**config.mk**
```make
export PLATFORM = sky130hd
export DESIGN_NAME = fc_obuf
export DESIGN_NICKNAME = d
export VERILOG_FILES = /design/src/rtl/fc_obuf.sv
export SDC_FILE = /design/constraint.sdc
export NUM_CORES = 1
export LEC_CHECK = 0
export CORE_MARGIN = 1.5
export CORE_UTILIZATION = 50
export DETAILED_ROUTE_END_ITERATION = 8
export GPL_ROUTABILITY_DRIVEN = 1
export PLACE_DENSITY = 0.67
export SLEW_MARGIN = 10
export SYNTH_ARGS = -nofsm -noshare
export SYNTH_HDL_FRONTEND = slang
export SYNTH_SLANG_ARGS = --single-unit
```
**constraint.sdc**
```tcl
create_clock -name clk -period 7.35 [get_ports clk]
set_clock_uncertainty 0.15 [all_clocks]
set_input_delay 1.47 -clock clk [delete_from_list [all_inputs] [get_ports clk]]
set_output_delay 1.47 -clock clk [all_outputs]
set_load 0.05 [all_outputs]
```
**src/rtl/fc_obuf.sv**
```systemverilog
// fc_obuf: bit-serial partial-sum accumulator with saturating requantised drain
module fc_obuf #(
  parameter int DATA_SIZE      = 8,
  parameter int XBAR_SIZE      = 128,
  parameter int OBUF_BUS_WIDTH = 46,
  parameter int PSUM_SIZE      = DATA_SIZE + $clog2(XBAR_SIZE),
  parameter int OBUF_DATA_SIZE = 2*DATA_SIZE + $clog2(XBAR_SIZE),
  parameter int NUM_CHANNELS   = OBUF_BUS_WIDTH / OBUF_DATA_SIZE,
  parameter int FIFO_LENGTH    = ((XBAR_SIZE/DATA_SIZE) + NUM_CHANNELS - 1) / NUM_CHANNELS,
  parameter int OUT_SHIFT      = DATA_SIZE
) (
  input  logic                 clk,
  input  logic                 rst,
  input  logic                 i_start,
  input  logic                 i_psum_valid,
  output logic                 o_psum_ready,
  input  logic [PSUM_SIZE-1:0] i_psum [NUM_CHANNELS],
  output logic                 o_valid,
  input  logic                 i_ready,
  output logic [DATA_SIZE-1:0] o_data [NUM_CHANNELS],
  output logic                 o_busy,
  output logic                 o_done
);
  localparam int BW = FIFO_LENGTH > 1 ? $clog2(FIFO_LENGTH) : 1;
  localparam int PW = DATA_SIZE > 1 ? $clog2(DATA_SIZE) : 1;
  localparam logic [OBUF_DATA_SIZE-1:0] MAXV = OBUF_DATA_SIZE'((64'd1 << DATA_SIZE) - 64'd1);
  typedef enum logic [1:0] {IDLE, ACCUM, DRAIN} state_t;
  state_t state, state_nx;
  logic [BW-1:0] beat, idx;
  logic [PW-1:0] plane;
  logic [OBUF_DATA_SIZE-1:0] acc [FIFO_LENGTH][NUM_CHANNELS];
  logic in_xfer, out_xfer, last_beat, last_plane, last_idx;
  assign o_psum_ready = state == ACCUM;
  assign o_valid      = state == DRAIN;
  assign o_busy       = state != IDLE;
  assign in_xfer      = i_psum_valid && o_psum_ready;
  assign out_xfer     = o_valid && i_ready;
  assign last_beat    = beat == BW'(FIFO_LENGTH - 1);
  assign last_plane   = plane == PW'(DATA_SIZE - 1);
  assign last_idx     = idx == BW'(FIFO_LENGTH - 1);
  // next state: start only from idle, drain after the last beat of the last plane
  always_comb begin
    state_nx = (state == IDLE && i_start) ? ACCUM :
               (in_xfer && last_beat && last_plane) ? DRAIN :
               (out_xfer && last_idx) ? IDLE : state;
  end
  // state, beat/plane/drain counters and the done pulse
  always_ff @(posedge clk) begin
    if (rst) begin
      state  <= IDLE;
      beat   <= '0;
      plane  <= '0;
      idx    <= '0;
      o_done <= 1'b0;
    end else begin
      state  <= state_nx;
      o_done <= out_xfer && last_idx;
      if (in_xfer) beat <= last_beat ? '0 : beat + 1'b1;
      if (in_xfer && last_beat) plane <= last_plane ? '0 : plane + 1'b1;
      if (out_xfer) idx <= last_idx ? '0 : idx + 1'b1;
    end
  end
  // plane 0 overwrites, later planes add the bit-weighted partial sum
  always_ff @(posedge clk) begin
    if (in_xfer && !rst)
      for (int c = 0; c < NUM_CHANNELS; c++)
        acc[beat][c] <= (plane == '0) ? OBUF_DATA_SIZE'(i_psum[c])
                        : acc[beat][c] + (OBUF_DATA_SIZE'(i_psum[c]) << plane);
  end
  for (genvar c = 0; c < NUM_CHANNELS; c++) begin : g_out
    logic [OBUF_DATA_SIZE-1:0] q;
    assign q         = acc[idx][c] >> OUT_SHIFT;
    assign o_data[c] = !o_valid ? '0 : (q > MAXV) ? '1 : q[DATA_SIZE-1:0];
  end
endmodule

```
======== After elaboration in Yosys (flattened, before gate mapping) ========
Memories as Yosys holds them, arrays and structs flattened. A register that Yosys moved wholly into a read port is not among the register bits.
Cells that the tools add are included.
storage, ports and cells
  flip-flop bits (word level) ............. 12
  memory bits (writable) .................. 368
  input port bits ......................... 35
  output and inout bits ................... 20
  memories kept ........................... 1
memories
  name  depth  width  read ports  clocked after memory_dff  wr ports  RTL line  text
  acc   8      46     2           2                         1         31        logic [OBUF_DATA_SIZE-1:0] acc [FIFO_LENGTH][NUM_CHANNELS];
cells by class
  $add $sub $neg .......................... 5
  $lt $le $gt $ge ......................... 2
  eq/ne operators ......................... 5
  shift operators ......................... 2
  multiplexer cells ....................... 18
  reduce and logical (&&, ||, !) cells .... 14
operator list
  kind                 number
  $add 23x23->23       2
  $mux 23              2
  $shl 15x3->23        2
  $mux 8               4
  $gt 15x8->1 const B  2
  $mux 3               7
  $add 3x1->3 const B  3
  $eq 3x3->1 const B   3
  $logic_and 1x1->1    7
  $mux 2               2
  $reduce_bool 2->1    2
  $logic_not 3->1      1
  $mux 1               3
  $reduce_bool 3->1    1
  $eq 2x1->1 const B   1
  $eq 2x2->1 const B   1
  $logic_not 2->1      1
  $reduce_or 2->1      1
  $logic_not 1->1      1

======== Logic depth before layout (Yosys ltp) ========
Gate-level depths: netlist of the first run.
  depth after elaboration ................. 6
  gate-level depth with buffers ........... 15

======== Least setup slack after synthesis of the first run ========
OpenSTA, ideal clock, no wires.
  path kind ............................... input to register
  start point ............................. input port i_psum_valid
  end point ............................... memory acc[0][0] in the netlist's numbering (enable)
  arrival time ............................ 5.134 ns
  required time ........................... 6.694 ns
  setup slack ............................. 1.559 ns
  stages on the path ...................... 3
  path through ............................ nand2_1 > or3_1 > nor3_1
on the way
  word-level cells in the longest chain between the ends .. 4
ends and longest elaborated chain
  element            RTL line  text
  start, declared    15        input logic i_psum_valid,
  $logic_and 1x1->1  36        assign in_xfer = i_psum_valid && o_psum_ready;
  $logic_and 1x1->1  65        if (in_xfer && !rst)
  $mux 1             65
  $mux 1             67        acc[beat][c] <= (plane == '0) ? OBUF_DATA_SIZE'(i_psum[c])
  end, declared      31
Every way passes these cells.

==> impl_metrics.env, run 1 <==
export IMPL_die_w_um=201.2
export IMPL_grt_antenna_before_repair=2
export IMPL_grt_pass1_wl_um=76020
export IMPL_first_pass_iters=5
export IMPL_cts_root_buf="clkbuf_16"
export IMPL_cts_setup_buffers=0
export IMPL_grt_use_total_pct=25.00
export IMPL_vias_per_cell=6.461
export IMPL_finalSetupViolCount=0
export IMPL_synthTopCellsByArea="edfxtp_1 (56%), mux4_2 (14%), mux2_2 (3.4%)"
export IMPL_vias=12520
export IMPL_cts_sinks=386
export IMPL_post_route_min_period_ps=5262
export IMPL_hold_class="reg2reg"
export IMPL_clock_latency_ps=540
export IMPL_cts_tree="yes"
export IMPL_p_sw_share_pct=21.52
export IMPL_min_period_over_period_pct=71.59
export IMPL_drc=0
export IMPL_crit_fanout=29
export IMPL_syn_inst=1341
export IMPL_ant_nets=0
export IMPL_grt_pass1_vias=12470
export IMPL_dp_hpwl_um=32200
export IMPL_worst_slew_pin_slew_ps=1174
export IMPL_seqPwrFrac_pct=50.5
export IMPL_status="finished clean"
export IMPL_combPwrFrac_pct=7.3
export IMPL_io_buffers=54
export IMPL_clockBufferDepth=3
export IMPL_met3RoutedLength_um=4326
export IMPL_gp_congestion=0.9271
export IMPL_ys_warn_count=0
export IMPL_fmax_mhz=190.1
export IMPL_crit_buf_inv=1
export IMPL_regArea_um2=11430
export IMPL_maxUsedRoutingLayer="met5"
export IMPL_internal_power_mw=3.761
export IMPL_slowest_delay_ps=910
export IMPL_worstPathArrival_ps=3640
export IMPL_overflow=0
export IMPL_final_common_cell="edfxtp_1"
export IMPL_synth_seq_cells=386
export IMPL_cts_buffers=41
export IMPL_finalWirelength_um=49670
export IMPL_avgSynthCellArea_um2=14.65
export IMPL_p_clk_share_pct=42.2
export IMPL_start_kind="register"
export IMPL_multiInputGateArea_um2=7940
export IMPL_crit_top_cell="nand3_1"
export IMPL_worstPathRequired_ps=5730
export IMPL_synth_main_ff_cell="edfxtp_1"
export IMPL_grt_start_max_net_pins=52
export IMPL_coreArea_um2=38740
export IMPL_drv_cap=0
export IMPL_antenna_cells=0
export IMPL_hold_path_startpoint="idx[1]"
export IMPL_final_cell_mix="edfxtp_1 (368), mux4_2 (126), nand2_1 (115)"
export IMPL_tns_ps=0
export IMPL_route_met2_wl_um=22430
export IMPL_power_density_nw_per_um2=216.7
export IMPL_crit_family="simple AND/OR/NAND/NOR gates"
export IMPL_ys_async_sr_fraction_pct=0
export IMPL_netlist_area_um2=19650
export IMPL_wl_met1_um=21580
export IMPL_yosysUniqueCellTypes=61
export IMPL_synth_top_area_share_pct=56.24
export IMPL_total_leakage_power_nw=7.030
export IMPL_fillers=3024
export IMPL_cts_repair_resized=0
export IMPL_syn_num_nets=1429
export IMPL_peakVddDrop_mv=0.1406
export IMPL_synth_largest_area_cell="edfxtp_1"
export IMPL_ys_seq_area_share_pct=58.07
export IMPL_path_clk_slew_ps=60
export IMPL_switchingPower_mw=1.031
export IMPL_ios=55
export IMPL_final_max_slew_viol_count=0
export IMPL_crit_type="reg2out"
export IMPL_wl_per_cell_um=25.63
export IMPL_hold_viol=0
export IMPL_worstSetupEndpointType="output pin"
export IMPL_drive_gt1_share_pct=22.25
export IMPL_crit_chain="nor4b_1, nand2_1, nand3_1, nand3_1, o221a_2, clkdlybuf4s50_1"
export IMPL_dieHeight_um=201.2
export IMPL_htree_levels=2
export IMPL_area_delta_synth_final_pct=12.52
export IMPL_slew_headroom_pct=21.54
export IMPL_dp_cells=1866
export IMPL_drtIter0Drc=1224
export IMPL_nNetsFinal=1479
export IMPL_cts_hold_buf=0
export IMPL_synth_edff_count=368
export IMPL_final_cells=1938
export IMPL_row_count=72
export IMPL_start_util_pct=50.73
export IMPL_cp_slowest_cell="dfxtp_2"
export IMPL_rsz0062_at_grt="no"
export IMPL_dieArea_um2=40500
final timing paths:
path	to	slack, ps	cells past startpoint
worst max register to register	acc[2][45]	2290	10
worst max-delay path	o_data[14]	2090	6
worst min-delay path	register	340	2
worst min register to register	register	340	2
through the flow:
stage	power [mW]	cell area, µm²	setup slack [ps]	utilization [%]	hold WS, ps
after floorplan	2.709	19650	1559	-	304.1
after global placement	2.808	20810	1807	53.72	315.7
after detailed placement	2.811	20810	1778	53.72	333.6
after CTS	4.818	22110	1983	57.08	348.2
after global routing	4.940	22110	1772	57.08	373.9
final	4.792	22110	2088	57.08	344.8
layout make-up:
class                           count  area share (%)
Clock buffer                       51           4.810
Timing Repair Buffer               76           3.305
Clock inverter                     21           1.081
Inverter                           17          0.2886
Multi-Input combinational cell    869           35.91
Sequential cell                   386           51.68
Tap cell                          518           2.931
worst register-to-register path, stage by stage (launching register included):
cell and delay (ps):
dfxtp_4 930, buf_4 510, mux4_2 570, mux2_2 320, ha_1 370, a21oi_2 270
nor2_1 80, or4_1 400, a221o_1 330, or3_1 370, a21oi_1 470
power by group through the flow:
stage	Sequential (mW)	Clock (mW)	Combinational, mW
finish	2.42	2.02	0.352
global route	2.42	2.13	0.385
CTS	2.42	2.05	0.348
detailed placement	2.47	0	0.345
global placement	2.47	0	0.342
floorplan	2.45	0	0.255
sequential cells by signal, indices dropped and copies added, names as in the netlist, named ones only:
signal  count
acc       368
beat        3
idx         3
plane       3
state       2
o_done      1
synthesized netlist by cell type, drive strengths merged, types with 6 or more instances:
master	n
mux2i	28
o21a	7
nand2b	9
clkbuf	45
nand4	9
a21oi	83
xor2	13
nand3	23
nor3	22
o21ai	49
nand2	116
mux4	128
a21o	14
mux2	59
buf	24
or3	7
ha	51
or2	10
edfxtp	368
a211oi	16
inv	16
dfxtp	18
o31ai	9
and2	7
nor2b	6
o211ai	13
nor2	80
xnor2	11
o221a	16
nor4	31
layer usage:
metal / global-route usage (%) / vias to the layer above
li1: - / 5511
met1: 36.49 / 6363
met2: 38.21 / 559
met3: 4.859 / 86
met4: 7.756 / 2
met5: 0 / -
logic make-up (layout without fill, tap and decap cells):
logic type | count (synthesis) | in the layout | share of synthesized area (%)
DFF | 386 | 386 | 58.07
and+or+nand+nor | 337 | 337 | 8.087
AOI/OAI and AO/OA | 240 | 240 | 7.953
muxes | 215 | 215 | 19.50
buffers and inverters | 86 | 165 | 1.866
adders and majority gates | 53 | 53 | 3.451
xor gates and xnor gates | 24 | 24 | 1.070
No activity file was read; power rests on OpenSTA's default activity.
==> inputs of run 2 (changes only) <==
Settings changed: PLACE_DENSITY 0.67 to 0.69.
Clock period 7.35 ns to 4.6 ns, I/O delays scaled along.
==> run 2 against run 1 <==
Effect of this change:
- non-clock buffer count up 100
- register-to-register slack worse by 2000 ps
- clock power up 68%
- total power up 65%
- clock-buffer cell count stayed put
- worst setup slack worse by 2000 ps
- core utilization rose by 2.6 points
- critical path type unchanged
- largest cell class unchanged
- highest routed layer is now met4
==> impl_metrics.env, run 2 (synthesized netlist as in run 1, its figures left out) <==
export IMPL_rr_worst_depth=12
export IMPL_cts_root_buf="clkbuf_16"
export IMPL_cts_sinks=386
export IMPL_crit_start="acc[0][19]"
export IMPL_gp_congestion=0.9820
export IMPL_max_flop_register="acc"
export IMPL_hold_class="reg2reg"
export IMPL_worstPathRequired_ps=3530
export IMPL_grt_pass1_wl_um=77320
export IMPL_path_clk_slew_ps=60
export IMPL_start_kind="register"
export IMPL_vias_per_cell=6.324
export IMPL_final_cell_mix="edfxtp_1 (368), mux4_2 (126), nand2_1 (115)"
export IMPL_rsz0062_at_grt="no"
export IMPL_nNetsFinal=1579
export IMPL_reg2reg_slack_ps=290
export IMPL_drv_cap=0
export IMPL_seqPwrFrac_pct=48.7
export IMPL_power_density_nw_per_um2=342.3
export IMPL_total_power_mw=7.911
export IMPL_cts_buffers=41
export IMPL_first_pass_iters=5
export IMPL_fillers=2927
export IMPL_fmax_mhz=223.3
export IMPL_ios=55
export IMPL_status="finished clean"
export IMPL_io_buffers=54
export IMPL_cts_hold_buf=0
export IMPL_worst_slew_pin_slew_ps=1156
export IMPL_dp_hpwl_um=32740
export IMPL_drive_gt1_share_pct=27.55
export IMPL_cts_setup_buffers=0
export IMPL_grt_use_total_pct=25.26
export IMPL_die_w_um=201.2
export IMPL_largest_reg_flops=368
export IMPL_grt_antenna_before_repair=0
export IMPL_cts_tree="yes"
export IMPL_worstPathArrival_ps=3410
export IMPL_dieHeight_um=201.2
export IMPL_peakVddDrop_mv=0.2110
export IMPL_grt_start_max_net_pins=47
export IMPL_area_delta_synth_final_pct=17.60
export IMPL_coreArea_um2=38740
export IMPL_final_common_cell="edfxtp_1"
export IMPL_clockBufferDepth=3
export IMPL_tns_ps=0
export IMPL_switchingPower_mw=1.667
export IMPL_slew_headroom_pct=22.58
export IMPL_crit_fanout=8
export IMPL_clock_latency_ps=550
export IMPL_worstSetupEndpointType="output pin"
export IMPL_crit_type="reg2out"
export IMPL_crit_path_end="o_data[6]"
export IMPL_min_period_over_period_pct=97.33
export IMPL_combPwrFrac_pct=8.3
export IMPL_total_leakage_power_nw=7.595
export IMPL_r2r_end="acc[4][20]"
export IMPL_internal_power_mw=6.243
export IMPL_vias=12900
export IMPL_timing_final_ws_setup_ps=122.7
export IMPL_wl_per_cell_um=24.67
export IMPL_finalSetupViolCount=0
export IMPL_ant_nets=0
export IMPL_dp_cells=1966
export IMPL_row_count=72
export IMPL_pre_cts_ws_ps=-181.5
export IMPL_final_max_slew_viol_count=0
export IMPL_final_cells=2040
export IMPL_drc=0
export IMPL_htree_levels=2
export IMPL_dieArea_um2=40500
export IMPL_grt_pass1_vias=12980
export IMPL_finalWirelength_um=50330
export IMPL_post_route_min_period_ps=4477
export IMPL_hold_viol=0
export IMPL_p_clk_share_pct=43.0
export IMPL_overflow=0
export IMPL_start_util_pct=50.73
export IMPL_drtIter0Drc=1055
export IMPL_p_sw_share_pct=21.08
## run 2: power by group through the flow
stage	Combinational (mW)	Clock, mW	Sequential, mW
detailed placement	0.647	0	3.92
CTS	0.651	3.46	3.85
global route	0.713	3.59	3.85
global placement	0.639	0	3.92
finish	0.656	3.40	3.85
floorplan	0.408	0	3.92
## run 2: worst max-delay path, cell delays in order, from the launching register on
cell	delay, ps
edfxtp_1	410
nor4_1	600
nand2_1	130
nand3_1	130
nand3_1	430
o221a_2	460
clkdlybuf4s50_1	700
## run 2: layout make-up
type                       count  area (µm²)  share of cell area (%)
clock buffer                  51        1106                   4.786
clock inverter                22       282.8                   1.224
sequential                   386       11430                   49.45
multi-input combinational    869        7973                   34.50
tap                          518       648.1                   2.805
inverter                      17       63.81                  0.2761
timing repair buffer         176        1607                   6.952
antenna                        1       2.502                 0.01083
## run 2: how the worst min path moves through the flow
| stage | slack (ps) | start | cells after the start | end |
|---|---|---|---|---|
| after global placement | 320 | idx[1] | 2 | register |
| after floorplan | 300 | idx[1] | 2 | register |
| final | 340 | idx[1] | 2 | register |
| after global routing | 390 | idx[1] | 2 | register |
| after detailed placement | 320 | idx[1] | 2 | register |
| after CTS | 330 | idx[1] | 2 | register |
## run 2: metrics by stage
step,utilization [%],hold WS (ps),instance area (µm²)
floorplan,-,304.1,19660
global placement,56.01,325.0,21700
detailed placement,56.01,317.5,21700
CTS,59.60,333.3,23090
global route,59.65,391.5,23110
finish,59.65,341.6,23110
## run 2: metal layers
| layer | track usage (%) | wire length (µm) | vias up |
|---|---|---|---|
| met1 | 37.18 | 21900 | 6518 |
| met4 | 7.303 | 1176 | 0 |
| li1 | - | - | 5732 |
| met3 | 3.855 | 4031 | 87 |
| met5 | 0 | 0 | - |
| met2 | 39.31 | 23220 | 563 |
## run 2: timing repair
action | CTS | global route
hold endpoints to repair | 0 | 0
endpoints found under the setup margin | 0 | 16
resized for setup | 0 | 4
==> inputs of run 3 (changes only) <==
Settings changed: REMOVE_ABC_BUFFERS from default to 1.
==> run 3 against run 2 <==
Effect of this change:
- sequential cell count unchanged
- critical path depth up 8
- highest routed layer unchanged
- worst hold slack worse by 4.8 ps
- sequential share of layout area up 0.31 points
- via count down 0.91%
- die area unchanged
- wire length down 1.1%
- sequential power about the same
- worst setup slack better by 120 ps
==> impl_metrics.env, run 3 (synthesized netlist as in run 1, its figures left out) <==
export IMPL_gp_congestion=0.9278
export IMPL_status="finished clean"
export IMPL_grt_pass1_vias=12980
export IMPL_grt_start_max_net_pins=47
export IMPL_finalWirelength_um=49750
export IMPL_cts_buffers=39
export IMPL_max_flop_register="acc"
export IMPL_post_dp_cell_area_um2=21730
export IMPL_hold_class="reg2reg"
export IMPL_design_area_um2=22960
export IMPL_finalSetupViolCount=0
export IMPL_p_clk_share_pct=40.3
export IMPL_cts_tree="yes"
export IMPL_cts_hold_buf=0
export IMPL_cp_slowest_cell="mux4_2"
export IMPL_first_pass_iters=5
export IMPL_drv_cap=0
export IMPL_drive_gt1_share_pct=27.54
export IMPL_hold_slack_ps=336.8
export IMPL_crit_type="reg2reg"
export IMPL_overflow=0
export IMPL_hold_viol=0
export IMPL_fmax_mhz=229.5
export IMPL_cts_repair_resized=0
export IMPL_r2r_end="acc[1][45]"
export IMPL_grt_pass1_wl_um=77060
export IMPL_internal_power_mw=5.855
export IMPL_p_sw_share_pct=22.34
export IMPL_slowest_delay_ps=530
export IMPL_peakVddDrop_mv=0.2833
export IMPL_combPwrFrac_pct=8.7
export IMPL_clockBufferDepth=3
export IMPL_ios=55
export IMPL_wl_per_cell_um=24.44
export IMPL_io_buffers=54
export IMPL_largest_reg_flops=368
export IMPL_clock_latency_ps=550
export IMPL_worstPathRequired_ps=4740
export IMPL_reg2reg_slack_ps=240
export IMPL_dp_hpwl_um=33830
export IMPL_utilization_pct=59.27
export IMPL_cts_root_buf="clkbuf_16"
export IMPL_row_count=72
export IMPL_final_max_slew_viol_count=0
export IMPL_post_route_min_period_ps=4357
export IMPL_rr_worst_depth=14
export IMPL_final_common_cell="edfxtp_1"
export IMPL_drc=0
export IMPL_area_delta_synth_final_pct=16.85
export IMPL_grt_antenna_before_repair=0
export IMPL_die_w_um=201.2
export IMPL_dieHeight_um=201.2
export IMPL_htree_levels=2
export IMPL_power_density_nw_per_um2=328.3
export IMPL_antenna_cells=0
export IMPL_start_kind="register"
export IMPL_worstPathArrival_ps=4500
export IMPL_path_clk_slew_ps=60
export IMPL_vias_per_cell=6.278
export IMPL_crit_chain="buf_12, buf_4, mux4_2, mux2_2, ha_1, o211ai_1, a21oi_1, o21ai_1, buf_4, a2111oi_0, buf_4, or3_1, a21oi_1, buf_4"
export IMPL_min_period_over_period_pct=94.72
export IMPL_holdPathStages=2
export IMPL_worst_slew_pin_slew_ps=914.1
export IMPL_cts_sinks=386
export IMPL_crit_top_cell="buf_4"
export IMPL_slew_headroom_pct=38.59
export IMPL_grt_use_total_pct=25.05
export IMPL_vias=12780
export IMPL_final_cell_mix="edfxtp_1 (368), mux4_2 (126), nand2_1 (115)"
export IMPL_drtIter0Drc=1482
export IMPL_rsz0062_at_grt="no"
export IMPL_nNetsFinal=1576
export IMPL_ant_nets=0
export IMPL_dieArea_um2=40500
export IMPL_total_leakage_power_nw=7.520
export IMPL_switchingPower_mw=1.684
export IMPL_seqPwrFrac_pct=51.1
export IMPL_start_util_pct=50.73
export IMPL_coreArea_um2=38740
export IMPL_cts_setup_buffers=0
export IMPL_hold_path_startpoint="idx[1]"
export IMPL_worstSetupEndpointType="register"
export IMPL_crit_fanout=30
run 3: power groups by stage:
stage	clock network [mW]	registers, mW	logic, mW
3_3_place_gp	0	3.92	0.639
4_1_cts	3.09	3.85	0.650
5_1_grt	3.21	3.85	0.715
2_1_floorplan	0	3.95	0.389
3_5_place_dp	0	3.92	0.646
6_report	3.04	3.85	0.653
run 3: how the worst max path moves through the flow:
stage / from / to / slack (ps) / cells after the start
6_report: register / acc[1][45] / 240 / 14
5_1_grt: i_psum[5] / acc[7][22] / 0.2 / 14
4_1_cts: i_psum[5] / acc[4][19] / 160 / 13
3_5_place_dp: i_psum[5] / acc[0][9] / -400 / 13
3_3_place_gp: i_psum[5] / acc[3][9] / -70 / 13
2_1_floorplan: register / acc[0][45] / -2590 / 8
run 3: critical path: cells and delay by family, from the launching register on:
family,cells,cell delay (ps)
buffers and inverters,5,1120
muxes,2,840
DFF,1,400
adders and majority gates,1,380
and+or+nand+nor,1,90
AOI/OAI and AO/OA,5,1080
run 3: layout make-up:
cell class,instances,area [µm²]
Fill cell,3039,15780
Sequential cell,386,11420
Multi-Input combinational cell,869,7954
Timing Repair Buffer,175,1649
Clock buffer,48,1020
Tap cell,518,648.1
Clock inverter,23,201.4
Inverter,17,63.81
run 3: metal layers:
metal | vias up | share of wire [%] | GRT usage [%]
met5 | - | 0 | 0
met4 | 0 | 2.3 | 6.690
met3 | 83 | 7.6 | 3.677
met2 | 526 | 47 | 39.45
met1 | 6458 | 43 | 36.78
li1 | 5715 | - | -
run 3: metrics by stage:
step / std cells / total power [mW] / TNS (ps) / worst slack, ps
after floorplan: 1272 / 4.336 / -814130 / -2593
after global placement: 1965 / 4.562 / -1910 / -72.84
after detailed placement: 1965 / 4.570 / -14720 / -395.6
after CTS: 2036 / 7.584 / 0 / 156.7
after global routing: 2036 / 7.770 / 0 / 0.2247
final: 2036 / 7.539 / 0 / 242.7
